$ cat src/rtl/booth_multiplier_seq_pkg.sv
// Shared constants and state encoding for the sequential radix-4 Booth multiplier.
// Operand width, iteration count and derived datapath widths live here.
package booth_multiplier_seq_pkg;

   localparam int WIDTH = 32;
   localparam int ITER  = WIDTH / 2;
   localparam int ACC_W = WIDTH + 2;
   localparam int CNT_W = $clog2(ITER);
   localparam int PROD_W = 2 * WIDTH;

   typedef enum logic [1:0] {
      IDLE = 2'd0,
      RUN  = 2'd1,
      DONE = 2'd2
   } state_t;

endpackage

$ cat src/rtl/booth_recoder.sv
// Radix-4 Booth recoder: maps a {Q[1],Q[0],Q[-1]} bit group to 0, +/-M or +/-2M.
// M arrives already sign-extended to ACC_W bits, so doubling it cannot overflow.
module booth_recoder
   import booth_multiplier_seq_pkg::*;
(
   input  logic [2:0]              group,
   input  logic signed [ACC_W-1:0] m,
   output logic signed [ACC_W-1:0] addend
);

   logic signed [ACC_W-1:0] m_x2;

   assign m_x2 = m <<< 1;

   always_comb begin
      addend = '0;
      unique case (group)
         3'b001, 3'b010: addend = m;
         3'b011:         addend = m_x2;
         3'b100:         addend = -m_x2;
         3'b101, 3'b110: addend = -m;
         default:        addend = '0;
      endcase
   end

endmodule

$ cat src/rtl/booth_multiplier_seq.sv
// Sequential signed 32x32 multiplier retiring two multiplier bits per clock.
// A fixed 16-iteration run keeps latency independent of operand values.
module booth_multiplier_seq
   import booth_multiplier_seq_pkg::*;
(
   input  logic                clock,
   input  logic                clear,
   input  logic                start,
   input  logic [WIDTH-1:0]    A,
   input  logic [WIDTH-1:0]    B,
   output logic [PROD_W-1:0]   C,
   output logic                busy,
   output logic                done
);

   state_t state;
   state_t next_state;

   logic signed [ACC_W-1:0] acc;
   logic signed [ACC_W-1:0] m;
   logic signed [ACC_W-1:0] addend;
   logic signed [ACC_W-1:0] sum;
   logic signed [ACC_W-1:0] acc_next;
   logic [WIDTH-1:0]        q;
   logic [WIDTH-1:0]        q_next;
   logic                    q_m1;
   logic [CNT_W-1:0]        cnt;
   logic [PROD_W-1:0]       product;
   logic                    last_iter;

   localparam logic [CNT_W-1:0] LAST_CNT = CNT_W'(ITER - 1);

   booth_recoder u_recoder (
      .group  ({q[1:0], q_m1}),
      .m      (m),
      .addend (addend)
   );

   // One iteration: add the recoded multiple, then arithmetic-shift {acc,Q,Q[-1]} right by two.
   assign sum       = acc + addend;
   assign acc_next  = {{2{sum[ACC_W-1]}}, sum[ACC_W-1:2]};
   assign q_next    = {sum[1:0], q[WIDTH-1:2]};
   assign last_iter = (cnt == LAST_CNT);

   always_comb begin
      next_state = state;
      unique case (state)
         IDLE:    if (start) next_state = RUN;
         RUN:     if (last_iter) next_state = DONE;
         DONE:    next_state = IDLE;
         default: next_state = IDLE;
      endcase
   end

   always_ff @(posedge clock or posedge clear) begin
      if (clear) begin
         state <= IDLE;
      end else begin
         state <= next_state;
      end
   end

   // Datapath registers; C is only rewritten on the edge that enters DONE.
   always_ff @(posedge clock or posedge clear) begin
      if (clear) begin
         acc     <= '0;
         m       <= '0;
         q       <= '0;
         q_m1    <= 1'b0;
         cnt     <= '0;
         product <= '0;
      end else begin
         unique case (state)
            IDLE: begin
               if (start) begin
                  m    <= {{2{A[WIDTH-1]}}, A};
                  q    <= B;
                  acc  <= '0;
                  q_m1 <= 1'b0;
                  cnt  <= '0;
               end
            end
            RUN: begin
               acc  <= acc_next;
               q    <= q_next;
               q_m1 <= q[1];
               cnt  <= cnt + CNT_W'(1);
               if (last_iter) begin
                  product <= {acc_next[WIDTH-1:0], q_next};
               end
            end
            default: begin
            end
         endcase
      end
   end

   assign C    = product;
   assign busy = (state == RUN);
   assign done = (state == DONE);

endmodule

$ cat config.mk
export PLATFORM = sky130hd
export DESIGN_NAME = booth_multiplier_seq
export DESIGN_NICKNAME = d
export VERILOG_FILES = /design/src/rtl/booth_multiplier_seq_pkg.sv /design/src/rtl/booth_recoder.sv /design/src/rtl/booth_multiplier_seq.sv
export SDC_FILE = /design/constraint.sdc
export NUM_CORES = 1
export LEC_CHECK = 0
export ABC_AREA = 1
export CORE_MARGIN = 5
export CORE_UTILIZATION = 57
export CTS_CLUSTER_SIZE = 40
export DETAILED_ROUTE_END_ITERATION = 16
export PLACE_DENSITY_LB_ADDON = 0.25
export SKIP_LAST_GASP = 1
export SYNTH_ARGS = -nofsm -noshare
export SYNTH_HDL_FRONTEND = slang
export SYNTH_HIERARCHICAL = 1
export SYNTH_SLANG_ARGS = --single-unit
$ cat constraint.sdc
create_clock -name clock -period 6 [get_ports clock]
set_clock_uncertainty 0.1 [all_clocks]
set_input_delay 0.9 -clock clock [delete_from_list [all_inputs] [get_ports clock]]
set_output_delay 0.9 -clock clock [all_outputs]
set_load 0.05 [all_outputs]
==> summary.md, run 1 <==
| Metric | Value |
|---|---|
| Outcome | `completed` |
| Drt pass-1 iters | `5` |
| WP data required | `6.23 ns` |
| M2 GR Usage | `48.9%` |
| GRT busiest layer | `met2` |
| Most frequent cells in the layout | `471 x nand2_1, 184 x inv_1, 167 x dfrtp_1` |
| Antenna-violating nets left | `0` |
| RSZ-0062 raised after global routing | `no` |
| Clock input transition at the sequential cells of the worst setup and hold paths | `0.08 ns` |
| DIE AREA | `0.0218 mm²` |
| Crit path DAT | `4.23 ns` |
| DP HPWL | `22.5 mm` |
| Total GRT Usage | `28.9%` |
| Max Fclk | `0.250 GHz` |
| Ant. Diodes | `0` |
| Via density | `5.55` |
| Vias | `10200` |
| Total CTS buffers | `17` |
| Initial detailed-routing violation count | `777` |
| CTS tree | `built` |
| Critical Path Fanout Max | `29` |
| Slew @ Worst Pin | `1.19 ns` |
| Syn Nets | `1579` |
| Crit path top cell by count | `nand2_1` |
| Layout cells sized above 1 | `9.05%` |
| Min Tclk post-route | `3.99 ns` |
| Largest net degree at the start of global routing | `104` |
| Post-Syn Instances | `1476` |
| Critical register-to-register path startpoint | `q_m1` |
| Crit share post-route | `66.6%` |
| Crit end category | `flip-flop` |
| Global route total overflow | `0` |
| Worst Hold Class | `flip-flop to flip-flop` |
| Initial antenna violation count | `0` |
| Rows | `50` |
| Setup TNS | `0 ns` |
| Number of buffers on the longest clock path | `2` |
| WL/cell | `16.7 µm` |
| Yosys warns | `6` |
| Routed WL | `30.7 mm` |
| Buf/Inv on CP | `2` |
| Crit Path Category | `flip-flop to flip-flop` |
| Reg-to-Reg End | `C[54]` |
| Clock Latency Late Sink | `0.45 ns` |
| CP startpoint kind | `flip-flop` |
| Mapped Area | `0.0108 mm²` |
| Vias in the first global route | `10300` |
| Initial Util | `57.8%` |
| Crit path max-delay cell type | `nand3_1` |
| Reg-to-reg slack, setup | `2.01 ns` |
| Die X | `148 µm` |
| Final setup vio count | `0` |
| Synthesized flop and latch total | `167` |
| Crit. Startpoint | `q_m1` |
| GPL Wtd Cong | `0.971` |
| Hold Fails Final Rpt | `0` |
| Delay-heaviest family, CP | `simple AND/OR/NAND/NOR gates` |
| Max Cap Viol | `0` |
| Max_slew headroom | `20.5%` |
| Critical path endpoint | `C[54]` |
| Crit-path max cell delay | `0.84 ns` |
| CTS Root Cell | `clkbuf_16` |
| Core area | `0.0187 mm²` |
| Slew Viols, Final | `0` |
| CTS sink cnt | `167` |
| First-pass GRT wire length | `50.9 mm` |
| Die height | `148 µm` |
| Final nets | `1693` |
| PostCTS Resize Cnt | `0` |
| Area Growth Syn to Fin | `19.1%` |
| Global Route met3 Usage | `6.32%` |
| I/O Buffers | `132` |
| Commonest non-fill, non-tap cell in the layout | `nand2_1` |
| Post-synthesis sequential area ratio | `38.7%` |
| Postcts setup bufs | `0` |
| Crit-path cells | `nand2_1, nand3_1, a21oi_1, ha_1, inv_1, fa_1, inv_1, nand2_1, o21ai_2, nand2_1, nand2_2, nand2_1, nand2_2, nand2_1, nand2_1, nand2_1, nand3_1, nand2_1` |
| Hold_buf cts | `0` |
| Critical path depth in cells | `18` |
| Syn avg cell area | `7.32 µm²` |
| Distinct cells, synth | `44` |
| DRC | `0` |
| H-tree levels | `4` |
| Worst R2R Path Depth | `18` |
| Met1 GRT Util | `36.4%` |
| Top-Level Pins | `133` |
==> state kept, by name (all words and copies together), names as in the netlist <==
signal,cells
C,64
acc,32
m,32
q,32
cnt,4
state,2
q_m1,1
==> cell usage after synthesis <==
cell       count  area share [%]
a21o_1         1           0.070
a21oi_1       40             1.9
a21oi_2        1           0.081
a22o_1         5            0.41
a22oi_1       19             1.3
and2_1         2            0.12
buf_2         27             1.3
buf_4          4            0.28
buf_6          3            0.31
clkbuf_1      11            0.38
dfrtp_1      167              39
fa_1           1            0.19
ha_1          35             4.1
inv_1        185             6.4
inv_2         10            0.35
mux2_1         7            0.73
mux2_2        25             2.6
nand2_1      471              16
nand2_2       20             1.2
nand2_4        5            0.52
nand3_1      120             5.6
nand3_2        7            0.65
nand3b_1      15             1.0
nand4_1       13            0.75
nor2_1        96             3.3
nor2_2        14            0.81
nor2_4        11             1.1
nor2_8         1            0.19
nor3_1         5            0.23
nor3_2         2            0.19
nor4_2         1            0.12
o2111ai_1      1           0.081
o211ai_1       1           0.070
o21ai_0       67             3.1
o21ai_1        9            0.42
o21ai_2        6            0.49
o21bai_1       3            0.21
o221ai_1       6            0.49
o22ai_1       31             1.8
o31ai_1        1           0.070
or2_1          2            0.12
or2_2          1           0.058
xnor2_1        8            0.65
xor2_1        16             1.3
==> cells by family (layout without fill, tap and decap cells) <==
kind of cell / count (synthesis) / in the layout / synth area share [%]
AO/OA/AOI/OAI: 191 / 191 / 10.4
buffers and inverters: 240 / 367 / 9.00
AND/OR/NAND/NOR: 786 / 786 / 32.3
multiplexers: 32 / 32 / 3.34
XOR/XNOR: 24 / 24 / 1.95
adder cells (fa/ha/maj): 36 / 36 / 4.24
flip-flops: 167 / 167 / 38.7
==> cell type report <==
| class | count | area [µm²] |
|---|---|---|
| fill | 1619 | 5840 |
| multi-input combinational | 1069 | 5650 |
| sequential | 167 | 4180 |
| timing repair buffer | 140 | 1380 |
| inverter | 195 | 737 |
| clock buffer | 18 | 439 |
| tap | 234 | 293 |
| clock inverter | 14 | 180 |
==> worst min-delay path by stage <==
| stage | startpoint | endpoint | slack (ns) | depth (start not counted) |
|---|---|---|---|---|
| 6_report | C[21] | C[21] | 0.37 | 2 |
| 5_1_grt | C[0] | C[0] | 0.40 | 2 |
| 4_1_cts | C[21] | C[21] | 0.38 | 2 |
| 3_5_place_dp | C[21] | C[21] | 0.36 | 2 |
| 3_3_place_gp | C[3] | C[3] | 0.35 | 2 |
| 2_1_floorplan | acc[10] | acc[10] | 0.36 | 2 |
==> worst min-delay path, stage by stage (launching register included) <==
cell     delay (ns)
dfrtp_1        0.35
nand2_1        0.05
nand2_1        0.05
==> per-stage QoR <==
stage	util, %	cell area (µm²)	setup WS (ns)	cells	hold WS, ns
finish	68.8	12900	2.01	1837	0.374
global route	68.8	12900	1.71	1837	0.400
CTS	68.8	12900	2.10	1837	0.378
detailed placement	65.4	12200	2.15	1805	0.359
global placement	65.4	12200	2.21	1805	0.355
floorplan	-	10800	0.482	1476	0.356
==> routing by layer <==
layer / routed length, µm / share of wire (%) / up-vias
met5: 0 / 0 / -
met3: 2130 / 6.9 / 58
met1: 12800 / 42 / 4763
li1: - / - / 4993
met2: 14900 / 49 / 389
met4: 882 / 2.9 / 0
Power of run 1 is left out: the tool's default activity adds up to more than one toggle a clock period on the data nets, which glitch-free logic cannot reach.
==> run 2: changes to the inputs <==
clock period = 4.1 ns   (was 6 ns; I/O delays follow)
==> run 2 against run 1 <==
Final area increased by 0.15%; setup slack got worse by 1.6 ns; routed wire length decreased by 2.7%; sequential cell count unchanged; largest cell class unchanged; register-to-register slack got worse by 1.6 ns; critical path type unchanged; via count increased by 0.50%; non-clock buffer count increased by 3; final cell count increased by 0.16%; core utilization increased by 0.10 points; count of clock-buffer cells in the layout decreased by 1.
==> summary.md, run 2 (synthesized netlist as in run 1, its figures left out) <==
| Metric | Value |
|---|---|
| Most frequent cells in the layout | `471 x nand2_1, 184 x inv_1, 167 x dfrtp_1 (unchanged)` |
| CTS tree | `built (unchanged)` |
| Largest net degree at the start of global routing | `69 (was 104)` |
| Hold Fails Final Rpt | `0 (unchanged)` |
| First-pass GRT wire length | `49.7 mm (was 50.9 mm)` |
| DRC | `0 (unchanged)` |
| DIE AREA | `0.0218 mm² (unchanged)` |
| Antenna-violating nets left | `0 (unchanged)` |
| Hold_buf cts | `0 (unchanged)` |
| DP HPWL | `22.0 mm (was 22.5 mm)` |
| RSZ-0062 raised after global routing | `no (unchanged)` |
| Total CTS buffers | `17 (unchanged)` |
| Number of buffers on the longest clock path | `2 (unchanged)` |
| Crit Path Category | `flip-flop to flip-flop (unchanged)` |
| Core Util, Final | `68.9% (was 68.8%)` |
| CTS Root Cell | `clkbuf_16 (unchanged)` |
| CP startpoint kind | `flip-flop (unchanged)` |
| Slew @ Worst Pin | `1.03 ns (was 1.19 ns)` |
| Hold path startpoint | `C[20] (was C[21])` |
| Vias in the first global route | `10100 (was 10300)` |
| Die height | `148 µm (unchanged)` |
| Final nets | `1696 (was 1693)` |
| Crit path DAT | `3.89 ns (was 4.23 ns)` |
| Max_slew headroom | `31.2% (was 20.5%)` |
| Routed WL | `29.9 mm (was 30.7 mm)` |
| GPL Wtd Cong | `0.977 (was 0.971)` |
| Total GRT Usage | `28.0% (was 28.9%)` |
| Core area | `0.0187 mm² (unchanged)` |
| Min Tclk post-route | `3.66 ns (was 3.99 ns)` |
| Initial detailed-routing violation count | `826 (was 777)` |
| Finished Cell Area | `0.0129 mm² (about the same)` |
| Largest register FFs | `64 (unchanged)` |
| Ant. Diodes | `0 (unchanged)` |
| Max Fclk | `0.273 GHz (was 0.250 GHz)` |
| Area Growth Syn to Fin | `19.2% (was 19.1%)` |
| Outcome | `completed (unchanged)` |
| Global route total overflow | `0 (unchanged)` |
| WP data required | `4.32 ns (was 6.23 ns)` |
| Critical register-to-register path startpoint | `q[0] (was q_m1)` |
| I/O Buffers | `132 (unchanged)` |
| Top-Level Pins | `133 (unchanged)` |
| Critical Path Fanout Max | `31 (was 29)` |
| Layout cells sized above 1 | `9.22% (was 9.05%)` |
| Rows | `50 (unchanged)` |
| H-tree levels | `4 (unchanged)` |
| Crit share post-route | `89.3% (was 66.6%)` |
| DP Area | `0.0123 mm² (was 0.0122 mm²)` |
| Postcts setup bufs | `0 (unchanged)` |
| Drt pass-1 iters | `11 (was 5)` |
| Clock input transition at the sequential cells of the worst setup and hold paths | `0.08 ns (about the same)` |
| Worst Hold Class | `flip-flop to flip-flop (unchanged)` |
| Vias | `10300 (was 10200)` |
| Clock Latency Late Sink | `0.45 ns (about the same)` |
| Max Cap Viol | `0 (unchanged)` |
| WL/cell | `16.2 µm (was 16.7 µm)` |
| Final setup vio count | `0 (unchanged)` |
| Setup TNS | `0 ns (unchanged)` |
| Slew Viols, Final | `0 (unchanged)` |
| Die X | `148 µm (unchanged)` |
| PostCTS Resize Cnt | `0 (unchanged)` |
| Crit. Startpoint | `q[0] (was q_m1)` |
| Initial antenna violation count | `0 (unchanged)` |
| Initial Util | `57.8% (unchanged)` |
| CTS sink cnt | `167 (unchanged)` |
| Commonest non-fill, non-tap cell in the layout | `nand2_1 (unchanged)` |
| Via density | `5.57 (was 5.55)` |
| Crit end category | `flip-flop (unchanged)` |
run 2: cell count changes in the layout (fill, tap and decap cells not counted), sizes merged:
cell      before  now
buf            8   11
clkbuf        18   17
clkinvlp       0    2
inv          201  200
run 2: final cells by class:
cell class	instances	area (µm²)
inverter	195	736
fill	1588	5830
timing repair buffer	143	1420
sequential	167	4180
tap	234	293
clock buffer	17	425
clock inverter	15	179
multi-input combinational	1069	5650
run 2: through the flow:
| step | setup slack [ns] | hold slack, ns | std cells |
|---|---|---|---|
| 6_report | 0.437 | 0.373 | 1840 |
| 5_1_grt | 0.182 | 0.400 | 1840 |
| 3_5_place_dp | 0.584 | 0.358 | 1808 |
| 3_3_place_gp | 0.699 | 0.355 | 1808 |
| 2_1_floorplan | 1.26 | 0.356 | 1476 |
| 4_1_cts | 0.507 | 0.376 | 1840 |
run 2: final timing paths:
kind | end | slack [ns] | cells past startpoint
max reg2reg | acc[18] | 0.44 | 19
min reg2reg | C[20] | 0.37 | 2
min | C[20] | 0.37 | 2
max | acc[18] | 0.44 | 19
max in group asynchronous | q[4] | 2.42 | 3
min in group asynchronous | C[2] | 0.55 | 2
run 2: critical path: stages, from the launching register on:
cell,delay [ns]
dfrtp_1,0.40
nand2_1,0.15
nand3_1,0.15
inv_1,0.77
nand2_1,0.11
o211ai_1,0.18
inv_1,0.10
fa_1,0.42
inv_1,0.09
nand2_1,0.08
o21ai_2,0.19
nand2_1,0.09
nand2_2,0.10
nand2_1,0.07
nand2_2,0.11
nand2_1,0.09
nand2_1,0.07
nand2_1,0.07
nand3_1,0.10
nand2_1,0.08
run 2: layer usage:
metal | routed length, µm | part of all wire (%) | global-route usage, %
met5 | 0 | 0 | 0
met4 | 830 | 2.8 | 9.51
met3 | 2180 | 7.3 | 6.07
met2 | 14500 | 48 | 47.7
met1 | 12400 | 42 | 35.5
Power of run 2 is left out for the same reason.
==> run 3: changes to the inputs <==
CORE_UTILIZATION = 55   (was 57)
==> run 3 against run 2 <==
Non-clock buffer count down 1; global-route usage about the same; core utilization fell by 2.4 points; maximum frequency grew 1.5%; first-iteration DRC count down 7.9%; sequential cell count unchanged; worst hold slack better by 0.0064 ns; critical path depth stayed put; final cell count up 1.6%; sequential share of layout area barely moved; final area increased by 0.14%; via count fell by 1.2%.
==> summary.md, run 3 (synthesized netlist as in run 1, its figures left out) <==
| Metric | Value |
|---|---|
| Postcts setup bufs | `0 (unchanged)` |
| Clock Latency Late Sink | `0.44 ns (was 0.45 ns)` |
| I/O Buffers | `132 (unchanged)` |
| Buf/Inv on CP | `3 (unchanged)` |
| Outcome | `completed (unchanged)` |
| Crit-path cells | `nand2_1, nand3_1, inv_1, nand2_1, o211ai_1, inv_1, fa_1, inv_1, nand2_1, o21ai_2, nand2_1, nand2_2, nand2_1, nand2_2, nand2_1, nand2_1, nand2_1, nand3_1, nand2_1 (unchanged)` |
| CTS Root Cell | `clkbuf_16 (unchanged)` |
| Crit share post-route | `88.0% (was 89.3%)` |
| Initial detailed-routing violation count | `761 (was 826)` |
| Reg-to-reg slack, setup | `0.49 ns (was 0.44 ns)` |
| CTS tree | `built (unchanged)` |
| Number of buffers on the longest clock path | `2 (unchanged)` |
| CP startpoint kind | `flip-flop (unchanged)` |
| Area Growth Syn to Fin | `19.4% (was 19.2%)` |
| Ant. Diodes | `0 (unchanged)` |
| Critical Path Fanout Max | `31 (unchanged)` |
| Delay-heaviest family, CP | `simple AND/OR/NAND/NOR gates (unchanged)` |
| WL/cell | `16.4 µm (was 16.2 µm)` |
| PostCTS Resize Cnt | `0 (unchanged)` |
| Vias | `10100 (was 10300)` |
| Max Fclk | `0.277 GHz (was 0.273 GHz)` |
| Min Tclk post-route | `3.61 ns (was 3.66 ns)` |
| WP data required | `4.32 ns (about the same)` |
| Rows | `51 (was 50)` |
| Most frequent cells in the layout | `471 x nand2_1, 184 x inv_1, 167 x dfrtp_1 (unchanged)` |
| Hold_buf cts | `0 (unchanged)` |
| CTS sink cnt | `167 (unchanged)` |
| GPL Wtd Cong | `0.946 (was 0.977)` |
| Crit path top cell by count | `nand2_1 (unchanged)` |
| Layout cells sized above 1 | `9.16% (was 9.22%)` |
| DP HPWL | `22.3 mm (was 22.0 mm)` |
| Top-Level Pins | `133 (unchanged)` |
| Drt pass-1 iters | `6 (was 11)` |
| Crit end category | `flip-flop (unchanged)` |
| DRC | `0 (unchanged)` |
| Global route total overflow | `0 (unchanged)` |
| Crit path DAT | `3.83 ns (was 3.89 ns)` |
| Hold path startpoint | `C[25] (was C[20])` |
| Crit Path Category | `flip-flop to flip-flop (unchanged)` |
| Antenna-violating nets left | `0 (unchanged)` |
| Max Cap Viol | `0 (unchanged)` |
| Clock input transition at the sequential cells of the worst setup and hold paths | `0.08 ns (about the same)` |
| Total CTS buffers | `17 (unchanged)` |
| Core area | `0.0194 mm² (was 0.0187 mm²)` |
| Commonest non-fill, non-tap cell in the layout | `nand2_1 (unchanged)` |
| Crit. Startpoint | `q_m1 (was q[0])` |
| Final setup vio count | `0 (unchanged)` |
| Initial Util | `55.7% (was 57.8%)` |
| Fillers | `1804 (was 1588)` |
| Worst Hold Class | `flip-flop to flip-flop (unchanged)` |
| Slew Viols, Final | `0 (unchanged)` |
| Hold Fails Final Rpt | `0 (unchanged)` |
| Max_slew headroom | `29.4% (was 31.2%)` |
| Total GRT Usage | `28.0% (about the same)` |
| Crit-path max cell delay | `0.80 ns (was 0.77 ns)` |
| Routed WL | `30.6 mm (was 29.9 mm)` |
| DIE AREA | `0.0225 mm² (was 0.0218 mm²)` |
| Die X | `150 µm (was 148 µm)` |
| Via density | `5.42 (was 5.57)` |
| Largest net degree at the start of global routing | `92 (was 69)` |
| Vias in the first global route | `10100 (about the same)` |
| RSZ-0062 raised after global routing | `no (unchanged)` |
| Crit path max-delay cell type | `inv_1 (unchanged)` |
| First-pass GRT wire length | `50.1 mm (was 49.7 mm)` |
| Critical register-to-register path startpoint | `q_m1 (was q[0])` |
| H-tree levels | `4 (unchanged)` |
| Die height | `150 µm (was 148 µm)` |
| Largest register FFs | `64 (unchanged)` |
| Slew @ Worst Pin | `1.06 ns (was 1.03 ns)` |
| Initial antenna violation count | `0 (unchanged)` |
| Final nets | `1695 (was 1696)` |
| Setup TNS | `0 ns (unchanged)` |
-- run 3: cell count changes in the layout (fill, tap and decap cells not counted) --
cell,delta
clkinv_8,-2
inv_6,-2
inv_8,+2
buf_4,-1
clkinv_2,+1
clkinv_4,+1
-- run 3: area by class of cell --
type                    instances  area (µm²)  area share, %
clock buffers                  17         425           3.30
repair buffers                142        1410           10.9
well taps                     265         332           2.57
inverters                     195         736           5.70
clock inverters                15         165           1.28
multi-input cells            1069        5650           43.8
flip-flops and latches        167        4180           32.4
-- run 3: worst paths after layout --
| kind | to | depth (start not counted) |
|---|---|---|
| min in group asynchronous | q[7] | 2 |
| worst min-delay path | C[25] | 2 |
| max in group asynchronous | C[53] | 3 |
| worst max-delay path | acc[26] | 19 |
| worst min register to register | C[25] | 2 |
| worst max register to register | acc[26] | 19 |
-- run 3: metal layers --
| layer | routed length, µm | up-vias | global-route usage (%) |
|---|---|---|---|
| li1 | - | 5007 | - |
| met1 | 13000 | 4701 | 36.0 |
| met2 | 14800 | 349 | 47.3 |
| met3 | 1870 | 70 | 5.51 |
| met4 | 979 | 0 | 9.84 |
| met5 | 0 | - | 0 |
-- run 3: worst min-delay path: stages, from the launching register on --
cell and delay, ns:
dfrtp_1 0.35, nand2_1 0.06, nand2_1 0.05
-- run 3: stage by stage --
step / hold slack (ns) / instance area, µm² / setup WS (ns) / util, % / instances
3_3_place_gp: 0.355 / 12300 / 0.697 / 63.4 / 1838
4_1_cts: 0.384 / 12900 / 0.566 / 66.5 / 1870
5_1_grt: 0.397 / 12900 / 0.203 / 66.5 / 1870
2_1_floorplan: 0.356 / 10800 / 1.26 / - / 1476
3_5_place_dp: 0.362 / 12300 / 0.582 / 63.4 / 1838
6_report: 0.379 / 12900 / 0.492 / 66.5 / 1870
Power of run 3 is left out for the same reason.
==> RTL edit: new RTL, config.mk and constraints of run 1 <==
Register the outputs `busy` and `done`; this adds one clock of latency there. The other outputs are not delayed to match.
--- a/src/rtl/booth_multiplier_seq.sv
+++ b/src/rtl/booth_multiplier_seq.sv
@@ -98,4 +98,6 @@
    assign C    = product;
-   assign busy = (state == RUN);
-   assign done = (state == DONE);
+   always_ff @(posedge clock) begin
+      busy <= (state == RUN);
+      done <= (state == DONE);
+   end
 
Check against the original RTL: not equivalent (a bounded check fails within 4 cycles, from zero or initial values).
==> RTL edit against run 1 <==
  * Synthesized cell count up 0.14%
  * Area after synthesis up 0.37%
  * Routed wire length about the same
  * Via count down 0.56%
  * Setup slack worse by 140 ps
  * Final area up 0.34%
  * Sequential cell count up 2
  * Highest routed layer unchanged
Power is not shown: default switching activity piles up to over one toggle a cycle in this logic, so the estimate is an artifact.
==> RTL edit: results (changes against run 1) <==
status: finished clean
Seq/Total Area, Yosys: 38.9% (+0.23 points)
Critical Path Max Stage Delay: 870 ps (+30 ps)
Detail Placement HPWL: 22600 um (+0.30%)
drt wl/cell: 16.7 um (about the same)
RePlAce Congestion: 0.942 (-3.1%)
post-CTS setup buffer count: 0 (unchanged)
most frequent cells after synthesis: 471 x nand2_1, 185 x inv_1, 167 x dfrtp_1
syn nets: 1581 (+0.13%)
async set-reset flop share out of synthesis: 98.8% (-1.2 points)
Netlist cell types: 45 (+2.3%)
Global Route Usage Sum: 28.7% (-0.17 points)
clock slew at reported path FFs: 80 ps (about the same)
Least-Margin Pin Slew: 1220 ps (+26.9 ps)
CP arrival: 4360 ps (+130 ps)
Synth area leaders: dfrtp_1 39%, nand2_1 16%, inv_1 6.4%, nand3_1 5.5%, ha_1 4.0%
first-pass GRT wire length: 50700 um (-0.37%)
dpl ws: 2020 ps (-132 ps)
Antenna diodes: 0 (unchanged)
DR iter-0 viols: 731 (-5.9%)
Final #Nets: 1695 (+0.12%)
Vias: 10100 (-0.56%)
share of cells above drive strength 1: 9.03% (-0.011 points)
number of fill cells in the layout: 1603 (-0.99%)
largest net degree at the start of global routing: 80 (-23%)
[RTL edit: cell count changes after synthesis]
cell / run 1 / this run
dfxtp_1: 0 / 2
[RTL edit: layout make-up]
cell class              instances  share of cell area, %
clock inverters                15                   1.53
well taps                     234                   2.27
flip-flops and latches        169                   32.7
multi-input cells            1069                   43.8
clock buffers                  17                   3.30
repair buffers                140                   10.7
inverters                     195                   5.71
[RTL edit: kinds of logic (layout without fill, tap and decap cells)]
| logic type | after synthesis | count (layout) | share of synthesized area [%] |
|---|---|---|---|
| simple gates | 786 | 786 | 32.2 |
| buf+inv | 240 | 367 | 8.97 |
| compound gates | 191 | 191 | 10.4 |
| flops | 169 | 169 | 38.9 |
| fa+ha+maj | 36 | 36 | 4.22 |
| mux | 32 | 32 | 3.32 |
| xor+xnor | 24 | 24 | 1.94 |
[RTL edit: worst paths after layout]
path	from	to	slack, ps	cells past startpoint
max	q[0]	acc[28]	1860	18
min	C[20]	C[20]	380	2
max reg2reg	q[0]	acc[28]	1860	18
min reg2reg	C[20]	C[20]	380	2
max in group asynchronous	clear	C[61]	3800	3
min in group asynchronous	clear	C[2]	870	2
[RTL edit: stage by stage]
stage	instance area, um2	hold WS (ps)	utilization, %	instances
global placement	12300	356	65.7	1807
global route	12900	400	69.0	1839
CTS	12900	382	69.0	1839
floorplan	10800	355	-	1478
detailed placement	12300	358	65.7	1807
finish	12900	377	69.0	1839
[RTL edit: per-layer routing]
layer | wire, um | global-route usage [%] | share of wire, %
met5 | 0 | 0 | 0
met4 | 935 | 9.15 | 3.0
met3 | 1880 | 5.40 | 6.1
met2 | 14900 | 48.5 | 49
met1 | 13000 | 37.5 | 42
